## src/rtl/cb_pkg.sv

```systemverilog
// Connection-box shared definitions.
// Selector width helper, selector/mode encodings.
package cb_pkg;

  function automatic int sel_w(input int n_tracks);
    return $clog2(n_tracks + 1);
  endfunction

  localparam int   SEL_OFF   = 0;
  localparam logic MODE_COMB = 1'b0;
  localparam logic MODE_REG  = 1'b1;

endpackage

```

## src/rtl/cb_pin.sv

```systemverilog
// One connection-box pin: track selector, pin flop, mode mux.
// Ports: clk, rst, in (tracks), fld (sel + mode), out (pin).
import cb_pkg::*;

module cb_pin #(
  parameter int N_TRACKS = 8,
  parameter int SEL_W    = sel_w(8)
) (
  input  logic                clk,
  input  logic                rst,
  input  logic [N_TRACKS-1:0] in,
  input  logic [SEL_W:0]      fld,
  output logic                out
);

  logic [SEL_W-1:0] sel;
  logic             mode;
  logic             dec;
  logic             q;

  assign sel  = fld[SEL_W-1:0];
  assign mode = fld[SEL_W];

  // sel 1..N picks in[sel-1]; off and out-of-range read 0
  always_comb begin
    dec = 1'b0;
    if (sel != SEL_W'(SEL_OFF)) begin
      for (int i = 0; i < N_TRACKS; i++) begin
        if (sel == SEL_W'(i + 1)) dec = in[i];
      end
    end
  end

  // sampled every cycle so a mode switch never shows stale data
  always_ff @(posedge clk) begin
    if (rst) q <= 1'b0;
    else     q <= dec;
  end

  assign out = (mode == MODE_REG) ? q : dec;

endmodule

```

## src/rtl/cb_cfg.sv

```systemverilog
// Connection box: serial shadow chain, atomic commit, N_PINS pins.
// Ports: clk, rst, in, out, cfg_en/in/out, cfg_commit, cfg_done/err.
import cb_pkg::*;

module cb_cfg #(
  parameter int N_TRACKS = 8,
  parameter int N_PINS   = 6
) (
  input  logic                clk,
  input  logic                rst,
  input  logic [N_TRACKS-1:0] in,
  output logic [N_PINS-1:0]   out,
  input  logic                cfg_en,
  input  logic                cfg_in,
  output logic                cfg_out,
  input  logic                cfg_commit,
  output logic                cfg_done,
  output logic                cfg_err
);

  localparam int SEL_W    = sel_w(N_TRACKS);
  localparam int FLD_W    = SEL_W + 1;
  localparam int CFG_BITS = N_PINS * FLD_W;
  localparam int CNT_W    = $clog2(CFG_BITS + 1);

  logic [CFG_BITS-1:0] shadow;
  logic [CFG_BITS-1:0] active;
  logic [CNT_W-1:0]    cnt;
  logic                full;

  assign full    = (cnt == CNT_W'(CFG_BITS));
  assign cfg_out = shadow[CFG_BITS-1];

  always_ff @(posedge clk) begin
    if (rst) begin
      shadow   <= '0;
      active   <= '0;
      cnt      <= '0;
      cfg_done <= 1'b0;
      cfg_err  <= 1'b0;
    end else begin
      cfg_done <= 1'b0;
      cfg_err  <= 1'b0;
      if (cfg_en)
        shadow <= {shadow[CFG_BITS-2:0], cfg_in};
      if (cfg_commit && full) begin
        // pre-shift shadow is the complete frame
        active   <= shadow;
        cfg_done <= 1'b1;
        cnt      <= cfg_en ? CNT_W'(1) : '0;
      end else begin
        if (cfg_commit)
          cfg_err <= 1'b1;
        // saturate; chain keeps passing data through
        if (cfg_en && !full)
          cnt <= cnt + CNT_W'(1);
      end
    end
  end

  for (genvar p = 0; p < N_PINS; p++) begin : g_pin
    cb_pin #(
      .N_TRACKS (N_TRACKS),
      .SEL_W    (SEL_W)
    ) u_pin (
      .clk (clk),
      .rst (rst),
      .in  (in),
      .fld (active[p*FLD_W +: FLD_W]),
      .out (out[p])
    );
  end

endmodule

```

## config.mk

```make
export PLATFORM = sky130hd
export DESIGN_NAME = cb_cfg
export DESIGN_NICKNAME = d
export VERILOG_FILES = /design/src/rtl/cb_pkg.sv /design/src/rtl/cb_pin.sv /design/src/rtl/cb_cfg.sv
export SDC_FILE = /design/constraint.sdc
export NUM_CORES = 1
export LEC_CHECK = 0
export CAP_MARGIN = 20
export CORE_AREA = 2 2 107 109
export CTS_BUF_LIST = sky130_fd_sc_hd__clkbuf_2
export CTS_CLUSTER_SIZE = 30
export DETAILED_ROUTE_END_ITERATION = 16
export DIE_AREA = 0 0 109 111
export GPL_ROUTABILITY_DRIVEN = 1
export GPL_TIMING_DRIVEN = 0
export PLACE_DENSITY_LB_ADDON = 0.05
export SYNTH_ARGS = -nofsm -noshare
export SYNTH_HDL_FRONTEND = slang
export SYNTH_HIERARCHICAL = 1
export SYNTH_SLANG_ARGS = --single-unit
```

## constraint.sdc

```tcl
create_clock -name clk -period 2.2 [get_ports clk]
set_clock_uncertainty 0.15 [all_clocks]
set_input_delay 0.44 -clock clk [delete_from_list [all_inputs] [get_ports clk]]
set_output_delay 0.44 -clock clk [all_outputs]
set_load 0.005 [all_outputs]
```

== Word level (Yosys, flattened, before mapping) ==
Index checks and enable logic that the tools add are counted.
Storage, ports and cells
  output and inout port bits: 9
  logic and storage cells: 137
  register bits after elaboration: 73
  input bits: 13
Cells by class
  eq/ne operators: 49
  $add $sub $neg: 1
  reductions and logical operators: 11
  multiplexer cells: 65
Operator list (number)
  == test 4 x 3 -> 1 bit, second input constant: 24
  2-to-1 mux 1 bit: 63
  == test 4 x 2 -> 1 bit, second input constant: 12
  == test 4 x 1 -> 1 bit, second input constant: 6
  == test 4 bit, second input constant: 6
  nonzero test 4 bit: 6
  2-to-1 mux 5 bit: 2
  adder 5 x 1 -> 5 bit, second input constant: 1
  == test 5 bit, second input constant: 1
  logical AND 1 bit: 2
  nonzero test 2 bit: 1
  OR reduction 2 bit: 1
  logical NOT 1 bit: 1

== Depth between registers and ports, before layout ==
  word-level depth: 11
  depth in mapped cells: 7
  mapped depth without buffers: 5

== Hierarchy ==
The synthesis kept the hierarchy.
By module, submodules not included
  cb_cfg: cells an instance 202, area an instance 2367.3 um2, times used 1, seq. area each 1341.3 um2
  cb_pin: cells an instance 25, area an instance 191.4 um2, times used 6, seq. area each 20.0 um2

== Least setup slack after synthesis ==
OpenSTA, ideal clock, no wires.
  path type: register to register
  from: reg cnt[0]
  to: reg active[29]
  buffers on the path: 2
  setup time: 0.059 ns
  path slack: 0.589 ns
  required time: 1.991 ns
  stages on the path, launching flop included: 8
  arrival time: 1.402 ns
  period minus slack after synthesis: 1.611 ns
  cell sequence: dfxtp_1 -> inv_1 -> ha_1 -> and4_1 -> buf_6 -> a21oi_4 -> buf_6 -> a22o_1
On the way
  word-level cells in the longest chain between the ends: 2
RTL lines
  start: declaration: line cb_cfg.sv:28  | logic [CNT_W-1:0] cnt;
  start signal: assignment: line cb_cfg.sv:50  | cnt <= cfg_en ? CNT_W'(1) : '0;
  start signal: assignment: line cb_cfg.sv:56  | cnt <= cnt + CNT_W'(1);
  == test 5 bit: line cb_cfg.sv:31  | assign full = (cnt == CNT_W'(CFG_BITS));
  logical AND 1 bit: line cb_cfg.sv:46  | if (cfg_commit && full) begin
  end signal: assignment: line cb_cfg.sv:48  | active <= shadow;
  end: declaration: line cb_cfg.sv:27  | logic [CFG_BITS-1:0] active;
No other way between the ends.
A chain may end at the register's enable or synchronous reset.

== Worst setup path after layout ==
  from: in in[1]
  to: out out[2]
On the way
  word-level cells in the longest chain between the ends: 9
RTL lines
  start: declaration: line cb_cfg.sv:11  | input logic [N_TRACKS-1:0] in,
  2-to-1 mux 1 bit (7 in a row): line cb_pin.sv:29  | if (sel == SEL_W'(i + 1)) dec = in[i];
  2-to-1 mux 1 bit: line cb_pin.sv:27  | if (sel != SEL_W'(SEL_OFF)) begin
  2-to-1 mux 1 bit: line cb_pin.sv:40  | assign out = (mode == MODE_REG) ? q : dec;
  end: declaration: line cb_cfg.sv:12  | output logic [N_PINS-1:0] out,
No other way between the ends.

==> impl.org <==
** Outcome
- The final reports fail on setup timing.
- The run finished, with violations left.

** Synth
- The average instance in the mapped netlist occupies roughly 10 µm².
- Post-synth cell types :: 32
- Yosys warns :: 6
- Synthesis produced a netlist whose cell count is approximately 350.
- The cell area that synthesis handed to floorplanning was between 0.003 and 0.004 mm².
- Post-synth net total :: approximately 370
- Sequential cell area fraction in the yosys report :: 41.6%
- Counting flops and latches in the post-synthesis netlist gives 73.

** CTS
- CTS H-tree lvls :: 3
- The longest clock path from root to sink contains 2 buffers.
- After clock tree synthesis, the clock-pin slew on the worst setup and hold paths is 0.17 ns.
- The tree is rooted in a sky130_fd_sc_hd__clkbuf_2.
- CTS tree :: built
- Clock latency on the worst-skew pair, taken at its later pin, is 0.50 ns.
- The number of hold buffers added after CTS was 0.
- Clock sinks :: between 70 and 80
- Total clock buffers created by CTS :: 9

** Worst setup path
- The largest single stage delay on the critical path is 0.51 ns.
- Counting both buffers and inverters, the worst setup path holds a total of 2.
- The critical path goes through clkdlybuf4s15_2 > nand3b_1 > a21oi_2 > o21bai_2 > a41oi_2 > buf_2.
- R2R setup slack :: roughly 0.35 ns
- Dominant delay contributor by cell family on the critical path :: buffers and inverters
- Data required time at the worst endpoint :: roughly 1.6 ns
- The slowest stage of the critical path is the sky130_fd_sc_hd__clkdlybuf4s15_2 cell.
- The endpoint identified for the worst register-to-register timing path is active[2].
- Type of origin of the critical path :: primary input
- R2r startpoint :: cnt[0]
- Crit path arrival time :: roughly 1.7 ns
- Maximum fanout encountered on the critical timing path :: 18
- The critical path crosses 6 cells after its start point.
- Critical path startpoint :: in[1]
- STA classifies the critical path endpoint as a primary output.
- Following the worst setup path forward leads to its endpoint at out[2].
- Counting cells, the worst reg-to-reg path comes to 7.
- Classification of the worst setup path :: primary input to primary output

** Timing
- Based on the critical path, the design can be clocked at up to approximately 440 MHz.
- Worst setup slack after layout :: -0.0907 ns
- Unrepaired setup endpoints after global routing :: yes
- For the pin with the worst max-slew slack, the measured transition is 0.530 ns.
- Period utilization :: 104%
- Setup violation total in the final timing report :: 6
- The max-slew violation count is 0.
- Minimum clock period :: roughly 2.3 ns
- In this run the tightest slew margin relative to its limit is between 60% and 70%.
- The final-report hold violation count came to 0.
- The tightest hold path in the finished design has a slack of roughly 0.36 ns.

** Route
- The detail route stage leaves a number of antenna-violating nets equal to 0.
- Using the TritonRoute via totals, the vias-per-cell ratio works out to 4.82.
- Iter 0 DRT Violations :: 97
- Total iterations of the first detailed-routing run :: 4
- Dividing the detail-routed wire length by the instance count gives 14.8 µm.
- After detailed routing, the number of remaining DRC violations is 0.
- Wires add up to 7.97 mm.
- Routed vias :: between 2k and 3k

** Floorplan
- Die W :: between 100 and 150 µm
- Starting utilization of the core area :: 31.7%
- Row generation in the floorplan step produced 39 rows.
- Vert. Die Dim :: approximately 110 µm
- The floorplan step defined a die boundary enclosing between 0.01 and 0.015 mm².
- In this run the count of I/O pins placed on the die edge is 22.
- Area inside the core boundary :: between 0.01 and 0.015 mm²

** Layout
- Layout-stage area growth over the synthesis result :: 15.3%
- Count of inserted antenna diode cells :: 0
- Utilization after layout :: a little over a third
- Total Nets Final :: 405
- Commonest cells after routing, fill and taps aside :: sky130_fd_sc_hd__nor2_1 (62), sky130_fd_sc_hd__dfxtp_1 (57), sky130_fd_sc_hd__mux2i_1 (42), sky130_fd_sc_hd__a22o_1 (27), sky130_fd_sc_hd__inv_1 (15)
- Final-layout fill cell count :: 1,133
- The library cell used most frequently in the layout, excluding fill and tap cells, is sky130_fd_sc_hd__nor2_1.
- Layout cells sized above 1 :: between 20% and 30%

** Placement
- GP Congestion :: approximately 0.75
- The wire-length estimate of the detail-placed layout is between 5 and 6 mm.
- During placement, the flow inserted port buffers numbering 21.

** Global routing
- Pin count of the biggest net entering global routing :: 19
- Vias in the first global route :: between 2k and 3k
- Total congestion overflow after global routing :: 0
- The number of antenna violations at the first check in global routing is 0.
- For this run, the total global-route usage over all layers was measured as between 10 and 15%.
- Wire length of the first global-routing pass :: 13.0 mm

** Power
- Internal power :: around 1.6 mW
- Leak pwr :: around 1.7 nW
- The worst-case IR drop observed on VDD is 0.198 mV.
- Summing internal, switching and leakage power gives ~2.2 mW.
- Power share of the combinational group :: 6.9%
- Per report_power, the clock group accounts for about 32% of the total.
- NetSw :: 0.555 mW
- Total power divided by cell area :: between 500 and 600 mW/mm²
- Sequential fraction of design power :: 60.7%
- Net switching fraction of the power :: about 25%

** Hold path
- The path class of the tightest hold or removal check is register to register.

** Run
- The tool flagged a number of max-cap violations equal to 0.
-- cell families after synthesis --
kind of cell | Yosys count | synth area share (%)
AOI/OAI and AO/OA | 88 | 21.7
adders and majority gates | 2 | 0.712
buffers and inverters | 36 | 6.80
DFF | 73 | 41.6
muxes | 42 | 12.0
and+or+nand+nor | 111 | 17.3
-- worst min-delay path by stage --
stage                     startpoint  cells past startpoint          to
final                     active[26]                      1  active[26]
after global routing          cfg_in                      3   shadow[0]
after CTS                     cfg_in                      3   shadow[0]
after detailed placement  active[29]                      1  active[29]
after global placement    active[14]                      1  active[14]
after floorplan           active[14]                      1  active[14]
-- metal layers --
metal	share of wire (%)	global-route usage, %	wire length (µm)	vias to the layer above
li1	-	-	-	1338
met1	49	18.5	3880	1206
met2	45	22.1	3610	34
met3	3.5	2.35	278	14
met4	2.6	7.26	204	0
met5	0	0	0	-
-- power by group through the flow --
stage	clock, mW	sequential, mW	combinational [mW]
after floorplan	0	1.36	0.0793
after global placement	0	1.36	0.157
after detailed placement	0	1.36	0.158
after CTS	0.751	1.33	0.155
after global routing	0.805	1.34	0.165
final	0.712	1.33	0.152
-- sequential cells by signal, summed over array words and instances (netlist names) --
register / count
active: 30
shadow: 30
g_pin.u_pin/q: 6
cnt: 5
cfg_done: 1
cfg_err: 1
-- per-stage QoR --
stage	area (µm²)	setup WS [ns]	std cells	setup TNS, ns
3_3_place_gp	3910	-1.10	516	-16.09
3_5_place_dp	3910	-1.09	516	-15.29
5_1_grt	4050	-0.237	538	-1.15
2_1_floorplan	3520	0.589	352	0
4_1_cts	4020	-0.134	536	-0.655
6_report	4050	-0.0907	538	-0.338
-- layout make-up --
| type | instances | area (µm²) | area share (%) |
|---|---|---|---|
| Clock inverter | 5 | 46.3 | 1.14 |
| Sequential cell | 73 | 1490 | 36.7 |
| Buffer | 20 | 171 | 4.23 |
| Timing Repair Buffer | 28 | 229 | 5.65 |
| Inverter | 15 | 56.3 | 1.39 |
| Tap cell | 143 | 179 | 4.41 |
| Multi-Input combinational cell | 243 | 1830 | 45.2 |
| Clock buffer | 11 | 55.1 | 1.36 |
-- timing repair --
| action | CTS | global route |
|---|---|---|
| pin swaps | 19 | 6 |
| gates resized for setup | 49 | 10 |
| endpoints found under the setup margin | 6 | 6 |
| hold endpoints to repair | 0 | 0 |
| setup buffers | 5 | 2 |
-- cells in the mapped netlist --
cell | number | share of area (%)
sky130_fd_sc_hd__ha_1 | 2 | 0.71
sky130_fd_sc_hd__nor2_1 | 62 | 6.6
sky130_fd_sc_hd__a21oi_4 | 1 | 0.46
sky130_fd_sc_hd__nand3b_1 | 8 | 1.7
sky130_fd_sc_hd__o21ai_1 | 6 | 0.85
sky130_fd_sc_hd__o21ai_0 | 7 | 1.0
sky130_fd_sc_hd__nand2_1 | 12 | 1.3
sky130_fd_sc_hd__o211ai_1 | 6 | 1.3
sky130_fd_sc_hd__nand4_1 | 3 | 0.53
sky130_fd_sc_hd__a21oi_2 | 6 | 1.5
sky130_fd_sc_hd__o211a_1 | 1 | 0.28
sky130_fd_sc_hd__inv_1 | 15 | 1.6
sky130_fd_sc_hd__nor3_4 | 1 | 0.46
sky130_fd_sc_hd__o21bai_2 | 6 | 1.9
sky130_fd_sc_hd__clkbuf_1 | 3 | 0.32
sky130_fd_sc_hd__a22o_1 | 27 | 6.7
sky130_fd_sc_hd__buf_2 | 5 | 0.71
sky130_fd_sc_hd__or2_2 | 1 | 0.18
sky130_fd_sc_hd__dfxtp_1 | 73 | 42
sky130_fd_sc_hd__mux2i_1 | 42 | 12
sky130_fd_sc_hd__a21o_2 | 1 | 0.25
sky130_fd_sc_hd__nand3b_4 | 6 | 3.4
sky130_fd_sc_hd__and4_1 | 1 | 0.25
sky130_fd_sc_hd__a22o_4 | 3 | 1.5
sky130_fd_sc_hd__nand2b_1 | 12 | 2.1
sky130_fd_sc_hd__a21oi_1 | 3 | 0.43
sky130_fd_sc_hd__nand3_1 | 3 | 0.43
sky130_fd_sc_hd__a41oi_2 | 6 | 2.8
sky130_fd_sc_hd__nor3_1 | 2 | 0.28
sky130_fd_sc_hd__a211oi_1 | 1 | 0.21
sky130_fd_sc_hd__buf_6 | 13 | 4.2
sky130_fd_sc_hd__a31oi_1 | 14 | 2.5
Power figures use the tool's default switching activity.
